`src/rtl/timer_array_pkg.sv`:
```
// Shared definitions for the timer array: register map, CTRL/STATUS bit
// positions, mode codes, FSM state codes and the bus address decode helper.
package timer_array_pkg;

    // Register select within a channel (byte offsets 0x0, 0x4, 0x8, 0xC)
    typedef logic [1:0] reg_sel_t;
    typedef logic [3:0] ch_sel_t;

    localparam reg_sel_t REG_CTRL   = 2'd0;
    localparam reg_sel_t REG_PRESET = 2'd1;
    localparam reg_sel_t REG_COUNT  = 2'd2;
    localparam reg_sel_t REG_STATUS = 2'd3;

    // CTRL bit positions
    localparam int CTRL_EN_BIT   = 0;
    localparam int CTRL_MODE_BIT = 1;
    localparam int CTRL_IM_BIT   = 3;
    localparam int CTRL_PSC_LSB  = 8;

    // STATUS bit positions
    localparam int STATUS_PEND_BIT = 0;

    // MODE codes
    localparam logic MODE_ONESHOT = 1'b0;
    localparam logic MODE_RELOAD  = 1'b1;

    // Per-channel FSM state codes, also visible in STATUS[2:1]
    localparam logic [1:0] ST_IDLE = 2'd0;
    localparam logic [1:0] ST_LOAD = 2'd1;
    localparam logic [1:0] ST_CNT  = 2'd2;
    localparam logic [1:0] ST_INT  = 2'd3;

    typedef struct packed {
        ch_sel_t  ch;
        reg_sel_t rsel;
    } addr_fields_t;

    // Addr is already a word address, so byte-address bits [7:4] / [3:2]
    // appear here as word-address bits [5:2] / [1:0].
    function automatic addr_fields_t decode_addr(input logic [5:0] word_addr);
        addr_fields_t f;
        f.ch   = word_addr[5:2];
        f.rsel = word_addr[1:0];
        return f;
    endfunction

endpackage

```
`src/rtl/timer_array_if.sv`:
```
// Device-bus port of the timer array as seen from the Bridge.
interface timer_array_if;
    logic [29:0] Addr;
    logic        WE;
    logic [31:0] Din;
    logic [31:0] Dout;

    modport master (output Addr, output WE, output Din, input Dout);
    modport slave  (input Addr, input WE, input Din, output Dout);
endinterface

```
`src/rtl/timer_array_channel.sv`:
```
// One timer channel: CTRL/PRESET/COUNT/PEND registers, prescaler and the
// IDLE -> LOAD -> CNT -> INT state machine.
module timer_array_channel #(
    parameter int CNT_W = 32,
    parameter int PSC_W = 8
) (
    input  logic        clk,
    input  logic        reset,
    input  logic        ctrl_we,
    input  logic        preset_we,
    input  logic        status_we,
    input  logic [31:0] din,
    output logic [31:0] ctrl_rd,
    output logic [31:0] preset_rd,
    output logic [31:0] count_rd,
    output logic [31:0] status_rd,
    output logic        irq
);
    import timer_array_pkg::*;

    logic             en;
    logic             mode;
    logic             im;
    logic [PSC_W-1:0] psc;
    logic [CNT_W-1:0] preset;
    logic [CNT_W-1:0] count;
    logic [PSC_W-1:0] prescaler;
    logic             pend;
    logic [1:0]       state;

    logic tick;
    logic expire;
    logic stop;
    logic oneshot_done;
    logic en_next;

    // A tick is the last cycle of a prescaler period; PRESET=0 expires like 1
    assign tick         = (state == ST_CNT) && (prescaler == psc);
    assign expire       = tick && ((count == '0) || (count == CNT_W'(1)));
    assign stop         = ctrl_we && !din[CTRL_EN_BIT];
    assign oneshot_done = (state == ST_INT) && (mode == MODE_ONESHOT);
    // A CTRL write landing on the one-shot INT cycle overrides the auto-clear
    assign en_next      = ctrl_we ? din[CTRL_EN_BIT] : (oneshot_done ? 1'b0 : en);

    // CTRL fields: bus writes, plus EN self-clearing at the end of a one-shot
    always_ff @(posedge clk or negedge reset) begin
        if (!reset) begin
            en   <= 1'b0;
            mode <= MODE_ONESHOT;
            im   <= 1'b0;
            psc  <= '0;
        end else begin
            en <= en_next;
            if (ctrl_we) begin
                mode <= din[CTRL_MODE_BIT];
                im   <= din[CTRL_IM_BIT];
                psc  <= din[CTRL_PSC_LSB +: PSC_W];
            end
        end
    end

    // PRESET only takes effect at the next LOAD
    always_ff @(posedge clk or negedge reset) begin
        if (!reset) begin
            preset <= '0;
        end else if (preset_we) begin
            preset <= din[CNT_W-1:0];
        end
    end

    // Sticky pending flag: INT sets it and beats a same-cycle write-1-to-clear
    always_ff @(posedge clk or negedge reset) begin
        if (!reset) begin
            pend <= 1'b0;
        end else if ((state == ST_INT) && !stop) begin
            pend <= 1'b1;
        end else if (status_we && din[STATUS_PEND_BIT]) begin
            pend <= 1'b0;
        end
    end

    // Counting FSM; clearing EN freezes COUNT and the prescaler and returns to IDLE
    always_ff @(posedge clk or negedge reset) begin
        if (!reset) begin
            state     <= ST_IDLE;
            count     <= '0;
            prescaler <= '0;
        end else if (stop) begin
            state <= ST_IDLE;
        end else begin
            case (state)
                ST_IDLE: begin
                    if (en_next) begin
                        state <= ST_LOAD;
                    end
                end
                ST_LOAD: begin
                    count     <= preset;
                    prescaler <= '0;
                    state     <= ST_CNT;
                end
                ST_CNT: begin
                    if (tick) begin
                        prescaler <= '0;
                        if (expire) begin
                            count <= '0;
                            state <= ST_INT;
                        end else begin
                            count <= count - CNT_W'(1);
                        end
                    end else begin
                        prescaler <= prescaler + PSC_W'(1);
                    end
                end
                default: begin
                    state <= (mode == MODE_RELOAD) ? ST_LOAD : ST_IDLE;
                end
            endcase
        end
    end

    // Register read views, zero-extended to the 32-bit bus
    always_comb begin
        ctrl_rd                             = '0;
        ctrl_rd[CTRL_EN_BIT]                = en;
        ctrl_rd[CTRL_MODE_BIT]              = mode;
        ctrl_rd[CTRL_IM_BIT]                = im;
        ctrl_rd[CTRL_PSC_LSB +: PSC_W]      = psc;
    end

    assign preset_rd = 32'(preset);
    assign count_rd  = 32'(count);
    assign status_rd = {29'd0, state, pend};
    assign irq       = pend & im;

endmodule

```
`src/rtl/timer_array.sv`:
```
// Bank of NUM_CH independent timers on the device bus: address decode,
// per-channel write strobes, read mux and interrupt reduction.
module timer_array #(
    parameter int NUM_CH = 4,
    parameter int CNT_W  = 32,
    parameter int PSC_W  = 8
) (
    input  logic              clk,
    input  logic              reset,
    timer_array_if.slave      bus,
    output logic [NUM_CH-1:0] IRQ,
    output logic              IRQ_any
);
    import timer_array_pkg::*;

    addr_fields_t fields;
    ch_sel_t      ch_sel;
    reg_sel_t     reg_sel;
    logic         unused_addr;

    logic [31:0] ctrl_rd   [NUM_CH];
    logic [31:0] preset_rd [NUM_CH];
    logic [31:0] count_rd  [NUM_CH];
    logic [31:0] status_rd [NUM_CH];

    assign fields      = decode_addr(bus.Addr[5:0]);
    assign ch_sel      = fields.ch;
    assign reg_sel     = fields.rsel;
    // Upper address bits are already decoded by the Bridge
    assign unused_addr = ^bus.Addr[29:6];

    // Channels past NUM_CH never match a strobe, so their writes vanish
    for (genvar g = 0; g < NUM_CH; g++) begin : g_ch
        timer_array_channel #(
            .CNT_W (CNT_W),
            .PSC_W (PSC_W)
        ) u_ch (
            .clk       (clk),
            .reset     (reset),
            .ctrl_we   (bus.WE && (ch_sel == 4'(g)) && (reg_sel == REG_CTRL)),
            .preset_we (bus.WE && (ch_sel == 4'(g)) && (reg_sel == REG_PRESET)),
            .status_we (bus.WE && (ch_sel == 4'(g)) && (reg_sel == REG_STATUS)),
            .din       (bus.Din),
            .ctrl_rd   (ctrl_rd[g]),
            .preset_rd (preset_rd[g]),
            .count_rd  (count_rd[g]),
            .status_rd (status_rd[g]),
            .irq       (IRQ[g])
        );
    end

    // Combinational read mux; unmatched channel numbers read as zero
    always_comb begin
        bus.Dout = '0;
        for (int i = 0; i < NUM_CH; i++) begin
            if (ch_sel == 4'(i)) begin
                case (reg_sel)
                    REG_CTRL:   bus.Dout = ctrl_rd[i];
                    REG_PRESET: bus.Dout = preset_rd[i];
                    REG_COUNT:  bus.Dout = count_rd[i];
                    default:    bus.Dout = status_rd[i];
                endcase
            end
        end
    end

    assign IRQ_any = |IRQ;

endmodule

```
`src/flat_wrapper.sv`:
```
// flat-port wrapper written by rule: the top's interface ports become plain ports
module timer_array_flat import timer_array_pkg::*;
#(
    parameter int NUM_CH = 4,
    parameter int CNT_W  = 32,
    parameter int PSC_W  = 8
)
  (clk, reset, IRQ, IRQ_any, bus_Addr, bus_WE, bus_Din, bus_Dout);
  timer_array_if bus_i ();
  input  logic clk;
  input  logic reset;
  output logic [NUM_CH-1:0] IRQ;
  output logic IRQ_any;
  input wire logic [$bits(bus_i.Addr)-1:0] bus_Addr;
  input wire logic [$bits(bus_i.WE)-1:0] bus_WE;
  input wire logic [$bits(bus_i.Din)-1:0] bus_Din;
  output wire logic [$bits(bus_i.Dout)-1:0] bus_Dout;
  assign bus_i.Addr = bus_Addr;
  assign bus_i.WE = bus_WE;
  assign bus_i.Din = bus_Din;
  assign bus_Dout = bus_i.Dout;
  timer_array #(.NUM_CH(NUM_CH), .CNT_W(CNT_W), .PSC_W(PSC_W)) u_core (.clk(clk), .reset(reset), .bus(bus_i), .IRQ(IRQ), .IRQ_any(IRQ_any));
endmodule
```
`config.mk`:
```
export PLATFORM = sky130hd
export DESIGN_NAME = timer_array_flat
export DESIGN_NICKNAME = d
export VERILOG_FILES = /design/src/rtl/timer_array_pkg.sv /design/src/rtl/timer_array_if.sv /design/src/rtl/timer_array_channel.sv /design/src/rtl/timer_array.sv /design/src/flat_wrapper.sv
export SDC_FILE = /design/constraint.sdc
export NUM_CORES = 1
export LEC_CHECK = 0
export ABC_AREA = 1
export ABC_CLOCK_PERIOD_IN_PS = 2500
export BUFFER_PORTS_ARGS = -buffer_cell sky130_fd_sc_hd__buf_2
export CELL_PAD_IN_SITES_DETAIL_PLACEMENT = 1
export CELL_PAD_IN_SITES_GLOBAL_PLACEMENT = 2
export CORE_MARGIN = 4
export CORE_UTILIZATION = 35
export DETAILED_ROUTE_END_ITERATION = 7
export PLACE_DENSITY = 0.79
export SLEW_MARGIN = 20
export SYNTH_ARGS = -nofsm -noshare
export SYNTH_HDL_FRONTEND = slang
export SYNTH_SLANG_ARGS = --single-unit
```
`constraint.sdc`:
```
create_clock -name clk -period 2.5 [get_ports clk]
set_clock_uncertainty 0.15 [all_clocks]
set_input_delay 0.125 -clock clk [delete_from_list [all_inputs] [get_ports clk]]
set_output_delay 0.125 -clock clk [all_outputs]
set_load 0.02 [all_outputs]
```
-- Word-level counts from Yosys, hierarchy flattened
Index checks and enable logic that the tools add are counted.
- add/sub/neg operators: 8
- eq/ne operators: 42
- multiplexer cells: 68
- bitwise operators: 12
- reduce and logical (&&, ||, !) cells: 80
- operators with widths (kind ; number):
    32-bit 2-to-1 mux ; 12
    32-bit one-hot mux with 3 select lines ; 4
    32-bit one-hot mux with 2 select lines ; 4
    32-bit by 1-bit == test with 1-bit output, second input constant ; 4
    32-bit logical NOT ; 4
    32-bit by 1-bit subtractor with 32-bit output, second input constant ; 4
    8-bit one-hot mux with 2 select lines ; 4
    1-bit logical AND ; 40
    3-bit != test, second input constant ; 12
    8-bit by 1-bit adder with 8-bit output, second input constant ; 4
    8-bit == test ; 4
    2-bit 2-to-1 mux ; 16
    8-bit 2-to-1 mux ; 4
    2-bit one-hot mux with 3 select lines ; 4
    3-bit AND reduction ; 8
    2-bit == test, second input constant ; 10
    1-bit 2-to-1 mux ; 20
    2-bit nonzero test ; 8
    2-bit by 1-bit == test with 1-bit output, second input constant ; 5
    2-bit logical NOT ; 5
    4-bit by 2-bit == test with 1-bit output, second input constant ; 2
    2-bit != test, second input constant ; 4
    1-bit NOT ; 8
    2-bit AND reduction ; 4
    6 further kinds ; 16
- register bits: 344
- output and inout bits: 37

-- Logic depth before layout (Yosys ltp)
- depth in word-level cells: 7
- depth in mapped cells: 14
- depth with buffers taken out: 13

-- Hierarchy
From an unflattened synthesis, not the netlist that was laid out.
- cells, all modules: 4039
- area, all modules: 26284.0 sq um
- modules (own cells, without submodules) (module ; instances ; cells an instance ; area each (sq um) ; sequential area each (sq um)):
    timer_array_channel ; 4 ; 749 ; 5460.2 ; 2152.1
    timer_array ; 1 ; 1043 ; 4443.0 ; 0.0

-- Worst setup path before layout
No wires, ideal clock.
- kind: reg2reg
- start point: reg u_core.g_ch[0].u_ch.state[0]
- end point: reg u_core.g_ch[0].u_ch.state[1]
- library setup time: 117 ps
- arrival time: 1649 ps
- data required time: 2233 ps
- setup slack: 584 ps
- cell stages (with the launch flop): 13
- clock period less this slack: 1916 ps
- cell sequence: dfrtp_1 -> inv_1 -> ha_1 -> clkbuf_1 -> inv_1 -> nor3_1 -> nand2_1 -> nor2_1 -> nand3_1 -> nand3_1 -> nand2_1 -> nand2_1 -> nand2_1
- cells in the longest elaborated chain, start to end: 6
- elaborated cells on any way between the ends: 15
- classes of those cells: eq/ne: 6; mux: 4; reduce/logical: 5
- RTL lines (what ; line ; text):
    from (decl) ; timer_array_channel.sv:29 ; logic [1:0] state;
    from (signal assigned) ; timer_array_channel.sv:116 ; state <= (mode == MODE_RELOAD) ? ST_LOAD : ST_IDLE;
    2-bit == test ; timer_array_channel.sv:41 ; assign oneshot_done = (state == ST_INT) && (mode == MODE_ONESHOT);
    1-bit logical AND ; timer_array_channel.sv:41 ;
    1-bit 2-to-1 mux (2 in series) ; timer_array_channel.sv:43 ; assign en_next = ctrl_we ? din[CTRL_EN_BIT] : (oneshot_done ? 1'b0 : en);
    3-bit != test (no line) ; -- ;
    3-bit AND reduction (no line) ; -- ;
Several ways; a longest one is shown, not always the timed one.
A chain may end at the register's enable or synchronous reset.

-- Final worst setup path
- start point: reg u_core.g_ch[1].u_ch.count[12]
- end point: out bus_Dout[12]
- cells in the longest elaborated chain, start to end: 4
- RTL lines (what ; line ; text):
    from (decl) ; timer_array_channel.sv:26 ; logic [CNT_W-1:0] count;
    from (signal assigned) ; timer_array_channel.sv:98 ; count <= preset;
    from (signal assigned) ; timer_array_channel.sv:109 ; count <= count - CNT_W'(1);
    32-bit one-hot mux with 3 select lines ; timer_array.sv:57 ; case (reg_sel)
    32-bit 2-to-1 mux (3 in series) ; timer_array.sv:56 ; if (ch_sel == 4'(i)) begin
    to (decl) ; flat_wrapper.sv:17 ; output wire logic [$bits(bus_i.Dout)-1:0] bus_Dout;
No other way between the ends.

==> results.tsv <==
stage	metric	value	unit
run_status	status	completed	
sta	tightest_slew	721	ps
detailed_routing	vias_per_cell	5.30	
grt	grt_pass1_wl	144000	um
sta	drv_slew	0	
logic_synthesis	synth_nets	3385	
logic_synthesis	synthFlopType	dfrtp_1	
die	dieArea	67300	um^2
die	die_w	259	um
sta	period_needed	2460	ps
detailed_routing	drtIter0Drc	1700	
pwr	power_frac_comb	49.1	%
worst_setup_path	worstReg2RegEnd	u_core.g_ch[1].u_ch.state[1]	
place	port_buffers	77	
detailed_routing	num_vias	22700	
place	dp_hpwl	70000	um
logic_synthesis	seq_area_frac_synth	38.9	%
worst_setup_path	path_max_fanout	4	
pwr	p_total	0.0308	W
die	rows	91	
cells_and_area	final_area	25700	um^2
min_path	hp-class	primary input to flip-flop	
logic_synthesis	synth_top_area_cell	dfrtp_1	
pwr	p_per_area	1200	nW/um^2
die	die_y	259	um
pwr	p_int	0.0158	W
detailed_routing	routedWlPerCell	21.8	um
worst_setup_path	cp.required	2230	ps
sta	slew_headroom	51.8	%
die	start_util	35.6	%
place	globalplace.congestion	0.937	
sta	tns	0	ps
pwr	switchingPower	0.0150	W
logic_synthesis	synth_edf_count	0	
clocking	clkSinkCount	344	
sta	final-hold-violation-count	0	
grt	grt_pass1_vias	23400	
clocking	htreeDepth	2	
clocking	cts-root-buf	clkbuf_16	
logic_synthesis	syn_area	22100	um^2
min_path	min_path_cells	8	
worst_setup_path	reg2regPathDepth	10	
cells_and_area	drive_above_1_share	8.60	%
pwr	ir_worst_vdd	0.541	mV
sta	max_freq	407	MHz
pwr	power_frac_seq	30.1	%
clocking	cts_tree	yes	
detailed_routing	route.detailed.drc	0	
logic_synthesis	synth_common_cells	nand2_1, nor2_1, inv_1, dfrtp_1, o21ai_0	
min_path	hold_start	bus_Addr[5]	
sta	fin_crit_sh	98.2	%
logic_synthesis	yosys_register_bits	344	
sta	setup_violations	0	
logic_synthesis	yosysWarnings	0	
grt	grt_overflow	0	
detailed_routing	routed_wl	93100	um
grt	grt_start_max_net_pins	74	
clocking	cts-buffers-inserted	45	
place	placed_area	23800	um^2
worst_setup_path	crit_type	flip-flop to primary output	
place	dp_cells	4151	
cells_and_area	area_growth_syn_to_layout	16.2	%
worst_setup_path	r2r_start	u_core.g_ch[1].u_ch.state[0]	
logic_synthesis	yosysMostFrequentCell	nand2_1	
detailed_routing	first_pass_iters	5	
worst_setup_path	reg2reg_slack	160	ps
clocking	clock_latency	610	ps
logic_synthesis	async_reset_ff_share	100	%
logic_synthesis	synth_area_leaders	dfrtp_1, nand2_1, nor2_1, inv_1, o21ai_0	
pwr	clock_power_share	20.9	%
logic_synthesis	synth_cell_types	39	
clocking	cts_buffer_depth	3	
logic_synthesis	synth_top_area_share	38.9	%
worst_setup_path	crit_path_start_kind	flip-flop	
flow_run	cap_viol_max_count	0	
clocking	clk_pin_slew	60	ps
detailed_routing	drt.antenna.violating_nets	0	
min_path	hold_end	u_core.g_ch[1].u_ch.psc[5]	
pwr	netSwitchingFraction	48.7	%
die	core_area	62200	um^2
cells_and_area	nets	3501	
logic_synthesis	avgSynthCellArea	6.72	um^2
cells_and_area	finish.utilization	41.4	%
clocking	post_cts_buffers	0	
worst_setup_path	critical_path.endpoint_type	primary output	
pwr	p_leak	12.2	nW
logic_synthesis	synthCells	3292	
cells_and_area	instances_no_fill	4279	
die	io_pins	102	
grt	antenna_found_initial	3	
worst_setup_path	cp_data_arrival_time	2180	ps
grt	grt_use_total	27.5	%
## worst max-delay path by stage
stage	to	cells after the start	slack (ps)	startpoint
6_report	bus_Dout[12]	5	40	u_core.g_ch[1].u_ch.count_rd[12]
3_5_place_dp	u_core.g_ch[0].u_ch.count_rd[8]	11	130	u_core.g_ch[0].u_ch.prescaler[2]
5_1_grt	bus_Dout[2]	6	-20	u_core.g_ch[1].u_ch.count_rd[2]
2_1_floorplan	u_core.g_ch[0].u_ch.state[1]	12	580	u_core.g_ch[0].u_ch.state[0]
3_3_place_gp	u_core.g_ch[0].u_ch.count_rd[15]	11	200	u_core.g_ch[0].u_ch.prescaler[2]
4_1_cts	bus_Dout[9]	5	20	u_core.g_ch[2].u_ch.count_rd[9]
## layout make-up
type / count / area, um^2
antenna: 1 / 2.50
clock buffer: 64 / 1270
clock inverter: 16 / 138
fill: 8037 / 36400
inverter: 441 / 1660
multi-input combinational: 2365 / 11200
sequential: 344 / 8610
tap: 837 / 1050
timing repair buffer: 211 / 1780
## power by group through the flow
stage                     sequential [W]  clock [W]  combinational, W
final                            0.00926    0.00643            0.0151
after global routing             0.00949    0.00678            0.0170
after CTS                        0.00921    0.00654            0.0150
after detailed placement         0.00929          0            0.0149
after global placement           0.00918          0            0.0143
after floorplan                  0.00866          0            0.0105
## metrics by stage
stage | setup slack (ps) | hold slack, ps
6_report | 44.8 | 45.7
5_1_grt | -16.3 | 86.5
4_1_cts | 18.0 | 19.2
3_5_place_dp | 126 | -35.1
3_3_place_gp | 204 | -47.3
2_1_floorplan | 584 | -321
## kinds of logic (layout without fill, tap and decap cells)
logic type | after synthesis | in the layout | share of synthesized area [%]
xor+xnor | 101 | 101 | 4.00
fa+ha+maj | 28 | 28 | 1.58
simple gates | 1649 | 1649 | 30.5
other cells | 0 | 1 | 0
compound gates | 587 | 587 | 14.3
buf+inv | 583 | 732 | 10.7
flops | 344 | 344 | 38.9
## flip-flops by register name, indices dropped and copies added, names as in the netlist
name	cells
u_core.g_ch.u_ch.count_rd	128
u_core.g_ch.u_ch.preset_rd	128
u_core.g_ch.u_ch.prescaler	32
u_core.g_ch.u_ch.psc	32
u_core.g_ch.u_ch.state	8
u_core.g_ch.u_ch.en	4
u_core.g_ch.u_ch.im	4
u_core.g_ch.u_ch.mode	4
u_core.g_ch.u_ch.pend	4
## critical path, cell delays in order (launching register included)
cell and delay (ps):
dfrtp_1 420, inv_1 90, o22ai_1 430, o21ai_0 190, o2111ai_1 210, buf_2 240
## per-layer routing
metal  vias to the layer above  global-route usage (%)  wire (um)
met5                         -                       0          0
met4                         0                    9.71       3340
met3                       132                    2.82       4260
met2                       573                    42.3      40600
met1                     11300                    40.3      44900
li1                      10700                       -          -
## layout by cell type, fill, tap and decap left out, types with 9 or more instances in the layout
cell type / synthesis / layout
nand2_1: 768 / 765
buf_12: 0 / 19
nand3_1: 132 / 131
dlygate4sd3_1: 0 / 46
buf_4: 14 / 67
clkbuf_16: 0 / 45
dfrtp_1: 344 / 344
xnor2_1: 9 / 9
a21oi_1: 194 / 194
inv_1: 425 / 425
o21ai_0: 248 / 247
xor2_1: 92 / 92
o22ai_1: 103 / 102
nor3_1: 14 / 14
ha_1: 28 / 26
buf_2: 25 / 76
nor2_2: 10 / 10
clkbuf_1: 80 / 12
nand4_1: 52 / 52
nor2_1: 638 / 638
o221ai_1: 13 / 13
o21ai_1: 12 / 13
inv_2: 13 / 13
## what timing repair did
item,CTS,global route
resized for setup,0,8
endpoints found under the hold margin,468,0
setup endpoints to repair,0,34
hold buffers,47,0
(Power assumes the default switching activity.)
